**src/rtl/tick_to_level.sv**
```systemverilog
// tick_to_level: turns one-cycle ticks into a level pulse of programmable
// width, followed by a minimum low gap before the next pulse may start.
// Moore FSM (IDLE -> HIGH -> GAP -> IDLE) with all outputs registered.
// Optional feature macro: TICK_TO_LEVEL_RETRIGGER_EN
//   defined   - a tick during HIGH reloads the pulse counter (pulse extends)
//   undefined - a tick during HIGH is ignored and flagged on drop
// The current FSM state is exported on state_dbg for observation.
module tick_to_level #(
    parameter int CNT_W      = 8,
    parameter int LOW_CYCLES = 2
) (
    input  logic             clk,
    input  logic             reset,
    input  logic             tick,
    input  logic [CNT_W-1:0] cfg_high_len,
    output logic             level,
    output logic             busy,
    output logic             drop,
    output logic [1:0]       state_dbg
);

    typedef enum logic [1:0] {
        IDLE = 2'b00,
        HIGH = 2'b01,
        GAP  = 2'b10
    } state_t;

    // Reload value for the gap counter; only used when LOW_CYCLES > 0.
    localparam int               GAP_LOAD_I = (LOW_CYCLES > 0) ? LOW_CYCLES - 1 : 0;
    localparam logic [CNT_W-1:0] GAP_LOAD   = CNT_W'(GAP_LOAD_I);

    state_t           state_q;
    state_t           state_d;
    logic [CNT_W-1:0] cnt_q;
    logic [CNT_W-1:0] cnt_d;
    logic             drop_d;
    logic [CNT_W-1:0] pulse_load;

    // A zero length behaves as one cycle, so the reload never underflows.
    always_comb begin
        pulse_load = '0;
        if (cfg_high_len != '0) begin
            pulse_load = cfg_high_len - CNT_W'(1);
        end
    end

    // Next-state, counter and ignored-tick logic.
    always_comb begin
        state_d = state_q;
        cnt_d   = cnt_q;
        drop_d  = 1'b0;
        case (state_q)
            IDLE: begin
                if (tick) begin
                    state_d = HIGH;
                    cnt_d   = pulse_load;
                end
            end
            HIGH: begin
`ifdef TICK_TO_LEVEL_RETRIGGER_EN
                if (tick) begin
                    cnt_d = pulse_load;
                end else
`else
                drop_d = tick;
`endif
                if (cnt_q != '0) begin
                    cnt_d = cnt_q - CNT_W'(1);
                end else if (LOW_CYCLES > 0) begin
                    state_d = GAP;
                    cnt_d   = GAP_LOAD;
                end else begin
                    state_d = IDLE;
                    cnt_d   = '0;
                end
            end
            GAP: begin
                drop_d = tick;
                if (cnt_q != '0) begin
                    cnt_d = cnt_q - CNT_W'(1);
                end else begin
                    state_d = IDLE;
                end
            end
            default: begin
                // Illegal encoding: recover to IDLE with a clean counter.
                state_d = IDLE;
                cnt_d   = '0;
            end
        endcase
    end

    // State, counter and registered outputs; reset is asynchronous, active-low.
    always_ff @(posedge clk or negedge reset) begin
        if (!reset) begin
            state_q <= IDLE;
            cnt_q   <= '0;
            level   <= 1'b0;
            busy    <= 1'b0;
            drop    <= 1'b0;
        end else begin
            state_q <= state_d;
            cnt_q   <= cnt_d;
            level   <= (state_d == HIGH);
            busy    <= (state_d != IDLE);
            drop    <= drop_d;
        end
    end

    assign state_dbg = state_q;

endmodule

```
**config.mk**
```make
export PLATFORM = sky130hd
export DESIGN_NAME = tick_to_level
export DESIGN_NICKNAME = d
export VERILOG_FILES = /design/src/rtl/tick_to_level.sv
export SDC_FILE = /design/constraint.sdc
export NUM_CORES = 1
export LEC_CHECK = 0
export ABC_AREA = 1
export ABC_CLOCK_PERIOD_IN_PS = 1900
export CAP_MARGIN = 40
export CORE_MARGIN = 4
export CORE_UTILIZATION = 53
export CTS_CLUSTER_SIZE = 14
export DETAILED_ROUTE_END_ITERATION = 12
export PLACE_DENSITY = 0.82
export RECOVER_POWER = 100
export SYNTH_ARGS = -nofsm -noshare
export SYNTH_HDL_FRONTEND = slang
export SYNTH_SLANG_ARGS = --single-unit
```
**constraint.sdc**
```tcl
create_clock -name clk -period 1.9 [get_ports clk]
set_clock_uncertainty 0.15 [all_clocks]
set_input_delay 0.38 -clock clk [delete_from_list [all_inputs] [get_ports clk]]
set_output_delay 0.38 -clock clk [all_outputs]
set_load 0.03 [all_outputs]
```
==> results of run 1 <==
## cell usage after synthesis
| master | n |
|---|---|
| xnor2_1 | 1 |
| o21ai_2 | 2 |
| dfrtp_1 | 13 |
| nand2_1 | 48 |
| nor3_1 | 2 |
| o21ai_4 | 1 |
| o21ai_1 | 3 |
| o21ai_0 | 9 |
| or2_2 | 1 |
| nor2_4 | 1 |
| a21boi_0 | 1 |
| nand2_4 | 1 |
| xor2_1 | 2 |
| ha_1 | 8 |
| nor2_2 | 4 |
| nor2_1 | 14 |
| o211ai_1 | 1 |
| nand3_1 | 13 |
| nor2_8 | 1 |
| nand2_2 | 3 |
| nand3_2 | 2 |
| nor3_2 | 1 |
| nand4_1 | 2 |
| inv_1 | 26 |
## final timing paths
path / from / end / slack [ps]
min in group asynchronous: reset / cnt_q[7] / 500
hold / removal: cnt_q[1] / cnt_q[1] / 350
setup reg to reg: cnt_q[0] / cnt_q[0] / 120
max in group asynchronous: reset / cnt_q[1] / 650
hold reg to reg: cnt_q[1] / cnt_q[1] / 350
setup / recovery: level / level / 100
## through the flow
| step | setup slack, ps | area (um^2) | util [%] | hold slack (ps) |
|---|---|---|---|---|
| global route | 4.81 | 1330 | 67.9 | 399 |
| finish | 98.3 | 1330 | 67.9 | 349 |
| detailed placement | -183 | 1320 | 67.0 | 329 |
| global placement | -124 | 1320 | 67.0 | 314 |
| floorplan | 215 | 1100 | - | -65.6 |
| CTS | 84.5 | 1340 | 68.2 | 254 |
## where the power goes
| part | leakage [nW] | internal [mW] | switching (mW) |
|---|---|---|---|
| sequential | 0.160 | 0.412 | 0.131 |
| clock | 0.0150 | 0.0814 | 0.0900 |
| combinational | 0.510 | 0.462 | 0.794 |
| total | 0.685 | 0.955 | 1.01 |
## sequential cells by signal, indices dropped and copies added, names as in the netlist
register and flops:
drop 1, state_dbg 2, busy 1, level 1
cnt_q 8
## logic make-up (layout without fill, tap and decap cells)
family | count (synthesis) | after routing | share of synthesized area, %
adder cells (fa/ha/maj) | 8 | 8 | 9.09
buffers and inverters | 26 | 49 | 8.86
flip-flops | 13 | 13 | 29.5
XOR/XNOR | 3 | 3 | 2.39
AO/OA/AOI/OAI | 17 | 17 | 9.89
AND/OR/NAND/NOR | 93 | 93 | 40.2
## area by class of cell
class	count	area, um^2
Sequential cell	13	325
Timing Repair Buffer	19	174
Fill cell	181	631
Tap cell	27	33.8
Clock buffer	4	26.3
Multi-Input combinational cell	121	674
Inverter	26	97.6
## layer usage
metal	vias to the layer above	GRT usage [%]	part of all wire, %
met4	0	6.81	1.7
li1	548	-	-
met1	503	21.7	39
met3	4	5.26	3.6
met2	25	38.8	55
met5	-	0	0
## timing repair
item,CTS,global route
setup buffers,0,0
cloned,0,0
setup endpoints to repair,2,6
gates resized for setup,2,1
## worst register-to-register path, stage by stage (launching register included)
cell and delay, ps:
dfrtp_1 410, inv_1 110, ha_1 200, nand3_1 140, nor2_2 190, nand2_2 80, o21ai_4 160, nor2_8 80
o21ai_1 90, nand2_1 60
## layout by cell type (no fill, tap or decap)
cell type / count
or2_2: 1
nand4_1: 2
o21ai_1: 3
dfrtp_1: 13
nor3_2: 1
o211ai_1: 1
inv_1: 26
o21ai_4: 1
clkdlybuf4s50_1: 12
nor2_2: 4
nor2_8: 1
nor2_4: 1
dlygate4sd3_1: 1
a21boi_0: 1
nand3_1: 13
nand2_4: 1
buf_4: 3
o21ai_0: 10
nand2_2: 3
xor2_1: 2
clkbuf_1: 2
clkbuf_4: 3
nand2_1: 48
dlygate4sd2_1: 2
o21ai_2: 1
ha_1: 8
nand3_2: 2
nor2_1: 14
nor3_1: 2
xnor2_1: 1
==> summary.txt, run 1 <==
Clock transition at path regs: 70 ps
Power, Total: 1.97 mW
Vias in the first global route: 1,052
Dominant cells by area after synthesis: dfrtp_1, nand2_1, ha_1
Initial antenna violation count: 0
TritonCTS Buffers: 3
Routed Wire Length: 2510 um
Cell count after placement: 206
Slew @ Worst Pin: 695 ps
H-tree depth: 1
Hold-fix buffers, CTS: 0
Total GRT Usage: 20.5%
Area leader, netlist: dfrtp_1
Die width: 53.6 um
Fin crit share: 94.8%
Initial Utilization: 56.1%
Global-route wire length before repair: 4320 um
Final Net Count: 203
P per Cell Area: 1480 nW/um^2
Startpoint types: flop
CP max stage delay: 670 ps
Fraction of layout cells with a size suffix above 1: 12.0%
Area Overhead vs Synth: 20.9%
WHS Path Cells: 2
Clock sink count: 13
Critical path cell sequence: clkdlybuf4s50_1
Core region area: 1960 um^2
Final worst path period need: 1800 ps
Max clock buf depth: 2
Syn avg cell area: 6.88 um^2
Slew margin rel.: 53.7%
Crit path depth: 1
RePlAce Congestion: 0.890
Ys Warns: 0
Total congestion overflow: 0
Largest net degree at the start of global routing: 14
Sequential fraction of the synthesis area: 29.5%
Post-DP HPWL: 2060 um
Post-Syn Instances: 160
CP Max Fanout: 1
Later-pin clock latency in the skew report: 280 ps
RSZ-0062 raised after global routing: false
Crit path kind: flop to output port
Leakage: 0.685 nW
FF-to-FF path depth: 9
N_diodes: 0
First-iteration detailed-routing DRC count: 36
Worst path slowest cell: clkdlybuf4s50_1
Non-Filler Instances: 210
# setup viols final: 0
DR pass1 iterations: 4
Wire length per cell: 11.9 um
Number of routed nets with antenna violations: 0
Synthesized Nets: 179
CP delay by family, top: buffers and inverters
Synth Cell Area: 1100 um^2
Status: finished, final reports clean
CP endpoint kind: output port
Final hold violations: 0
Via density: 5.14
Root Driver: clkbuf_4
# rows: 16
TritonCTS clock tree: done
Total number of vias: 1,080
Crit path DAT: 1270 ps
# DRC: 0
CP required: 1370 ps
Worst min-delay path category: flop to flop
Max Cap Violations: 0
Peak VDD IR: 1.12 mV
Peak Freq: 0.555 GHz
PortBufs: 15
#FFs+latches synth: 13
Final number of max-transition violations: 0
I/O pin count: 16
Synth cell types: 24
Buf+Inv Stages, Crit Path: 1
Die Ht: 53.6 um
Die area: 2870 um^2
Setup TNS: 0 ps
Synth top area share: 29.5%
No activity file was read; power rests on OpenSTA's default activity.
==> run 2, diff against run 1 <==
--- a/config.mk
+++ b/config.mk
@@ -7,12 +7,13 @@
 export LEC_CHECK = 0
 export ABC_AREA = 1
 export ABC_CLOCK_PERIOD_IN_PS = 1900
-export CAP_MARGIN = 40
+export CAP_MARGIN = 0
+export CORE_ASPECT_RATIO = 0.6
 export CORE_MARGIN = 4
-export CORE_UTILIZATION = 53
+export CORE_UTILIZATION = 35
 export CTS_CLUSTER_SIZE = 14
 export DETAILED_ROUTE_END_ITERATION = 12
-export PLACE_DENSITY = 0.82
+export PLACE_DENSITY = 0.59
 export RECOVER_POWER = 100
 export SYNTH_ARGS = -nofsm -noshare
 export SYNTH_HDL_FRONTEND = slang
==> summary.txt, run 2 (synthesis gave the netlist of run 1 again) <==
PortBufs: 15
Worst path slowest cell: dlygate4sd3_1
Setup slack, reg-to-reg: 120 ps
CP endpoint: busy
Core region area: 2950 um^2
Status: finished, final reports clean
Total GRT Usage: 14.9%
Final Net Count: 209
Worst reg2reg path startpoint: cnt_q[0]
Die width: 80.4 um
Final non-filler cell area: 1420 um^2
Critical path cell sequence: dlygate4sd3_1
CP endpoint kind: output port
# rows: 15
Die area: 4140 um^2
Startpoint types: flop
CP required: 1370 ps
Commonest non-fill, non-tap cell in the layout: nand2_1
Post-CTS setup repair buffer count: 0
Largest net degree at the start of global routing: 14
TritonCTS Buffers: 3
Crit path DAT: 1300 ps
Via density: 4.63
FF-to-FF path depth: 9
Wire length per cell: 12.1 um
Crit path kind: flop to output port
Area Overhead vs Synth: 29.1%
Peak Freq: 0.546 GHz
RePlAce Congestion: 0.864
Peak VDD IR: 0.435 mV
Crit path depth: 1
Slew @ Worst Pin: 762 ps
Post-DP HPWL: 2280 um
Hold-fix buffers, CTS: 0
Worst min-delay path category: flop to flop
Root Driver: clkbuf_8
Routed Wire Length: 2800 um
Clock transition at path regs: 60 ps
Placed cell areas: 1380 um^2
Max clock buf depth: 2
First-iteration detailed-routing DRC count: 152
RSZ-0062 raised after global routing: false
Global-route wire length before repair: 4690 um
Fillers: 294
Number of routed nets with antenna violations: 0
Core Util, Final: 48.2%
Final worst path period need: 1830 ps
TritonCTS clock tree: done
P per Cell Area: 1490 nW/um^2
Final number of max-transition violations: 0
I/O pin count: 16
Die Ht: 51.4 um
Largest register FFs: 8
CP delay by family, top: buffers and inverters
N_diodes: 0
Crit path from: busy
Most frequent cells in the layout: nand2_1, inv_1, nand3_1, nor2_1, dfrtp_1
Buf+Inv Stages, Crit Path: 1
# setup viols final: 0
# DRC: 0
Fraction of layout cells with a size suffix above 1: 16.4%
CP Max Fanout: 1
Slew margin rel.: 49.2%
Total congestion overflow: 0
CP max stage delay: 730 ps
Clock sink count: 13
Initial Utilization: 37.4%
Final hold violations: 0
Total number of vias: 1,069
H-tree depth: 1
Initial antenna violation count: 0
Max Cap Violations: 0
DR pass1 iterations: 4
Reg-to-reg endpoint: cnt_q[5]
Later-pin clock latency in the skew report: 240 ps
Fin crit share: 96.4%
Top reg by flops: cnt_q
Vias in the first global route: 995
Leakage: 0.720 nW
run 2: layout make-up:
type                    count  area [um^2]  share of cell area (%)
flip-flops and latches     13          325                    22.9
well taps                  42         52.6                    3.70
clock inverters             1         5.00                   0.352
inverters                  26         97.6                    6.87
clock buffers               3         41.3                    2.90
multi-input cells         121          686                    48.2
repair buffers             25          214                    15.1
run 2: metrics by stage:
stage               TNS (ps)  hold slack (ps)  std cells  setup WS (ps)  power [mW]
floorplan                  0            -65.6        160            215        1.47
global placement        -654              327        227           -149        1.85
detailed placement      -910              331        227           -141        1.87
CTS                        0              299        231           36.5        2.12
global route               0              372        231           5.89        2.32
finish                     0              360        231           68.5        2.12
run 2: repair_timing:
| action | in CTS | in global routing |
|---|---|---|
| hold endpoints to repair | 0 | 0 |
| resized for setup | 1 | 3 |
| setup endpoints to repair | 1 | 5 |
run 2: worst min path at each step:
| stage | startpoint | to | slack [ps] | cells after the start |
|---|---|---|---|---|
| 6_report | cnt_q[1] | cnt_q[1] | 360 | 2 |
| 3_3_place_gp | cnt_q[1] | cnt_q[1] | 330 | 2 |
| 4_1_cts | reset | state_dbg[1] | 300 | 2 |
| 2_1_floorplan | reset | busy | -70 | 0 |
| 3_5_place_dp | cnt_q[1] | cnt_q[1] | 330 | 2 |
| 5_1_grt | cnt_q[1] | cnt_q[1] | 370 | 2 |
run 2: layer usage:
metal,share of wire [%],track usage (%),vias up
li1,-,-,558
met1,51,22.1,475
met4,1.1,2.81,0
met3,6.9,5.28,6
met5,0,0,-
met2,41,20.6,30
run 2: power breakdown:
part           switching, mW  total [mW]  internal, mW
logic                  0.846        1.33         0.484
clock network          0.104       0.249         0.145
registers              0.127       0.540         0.413
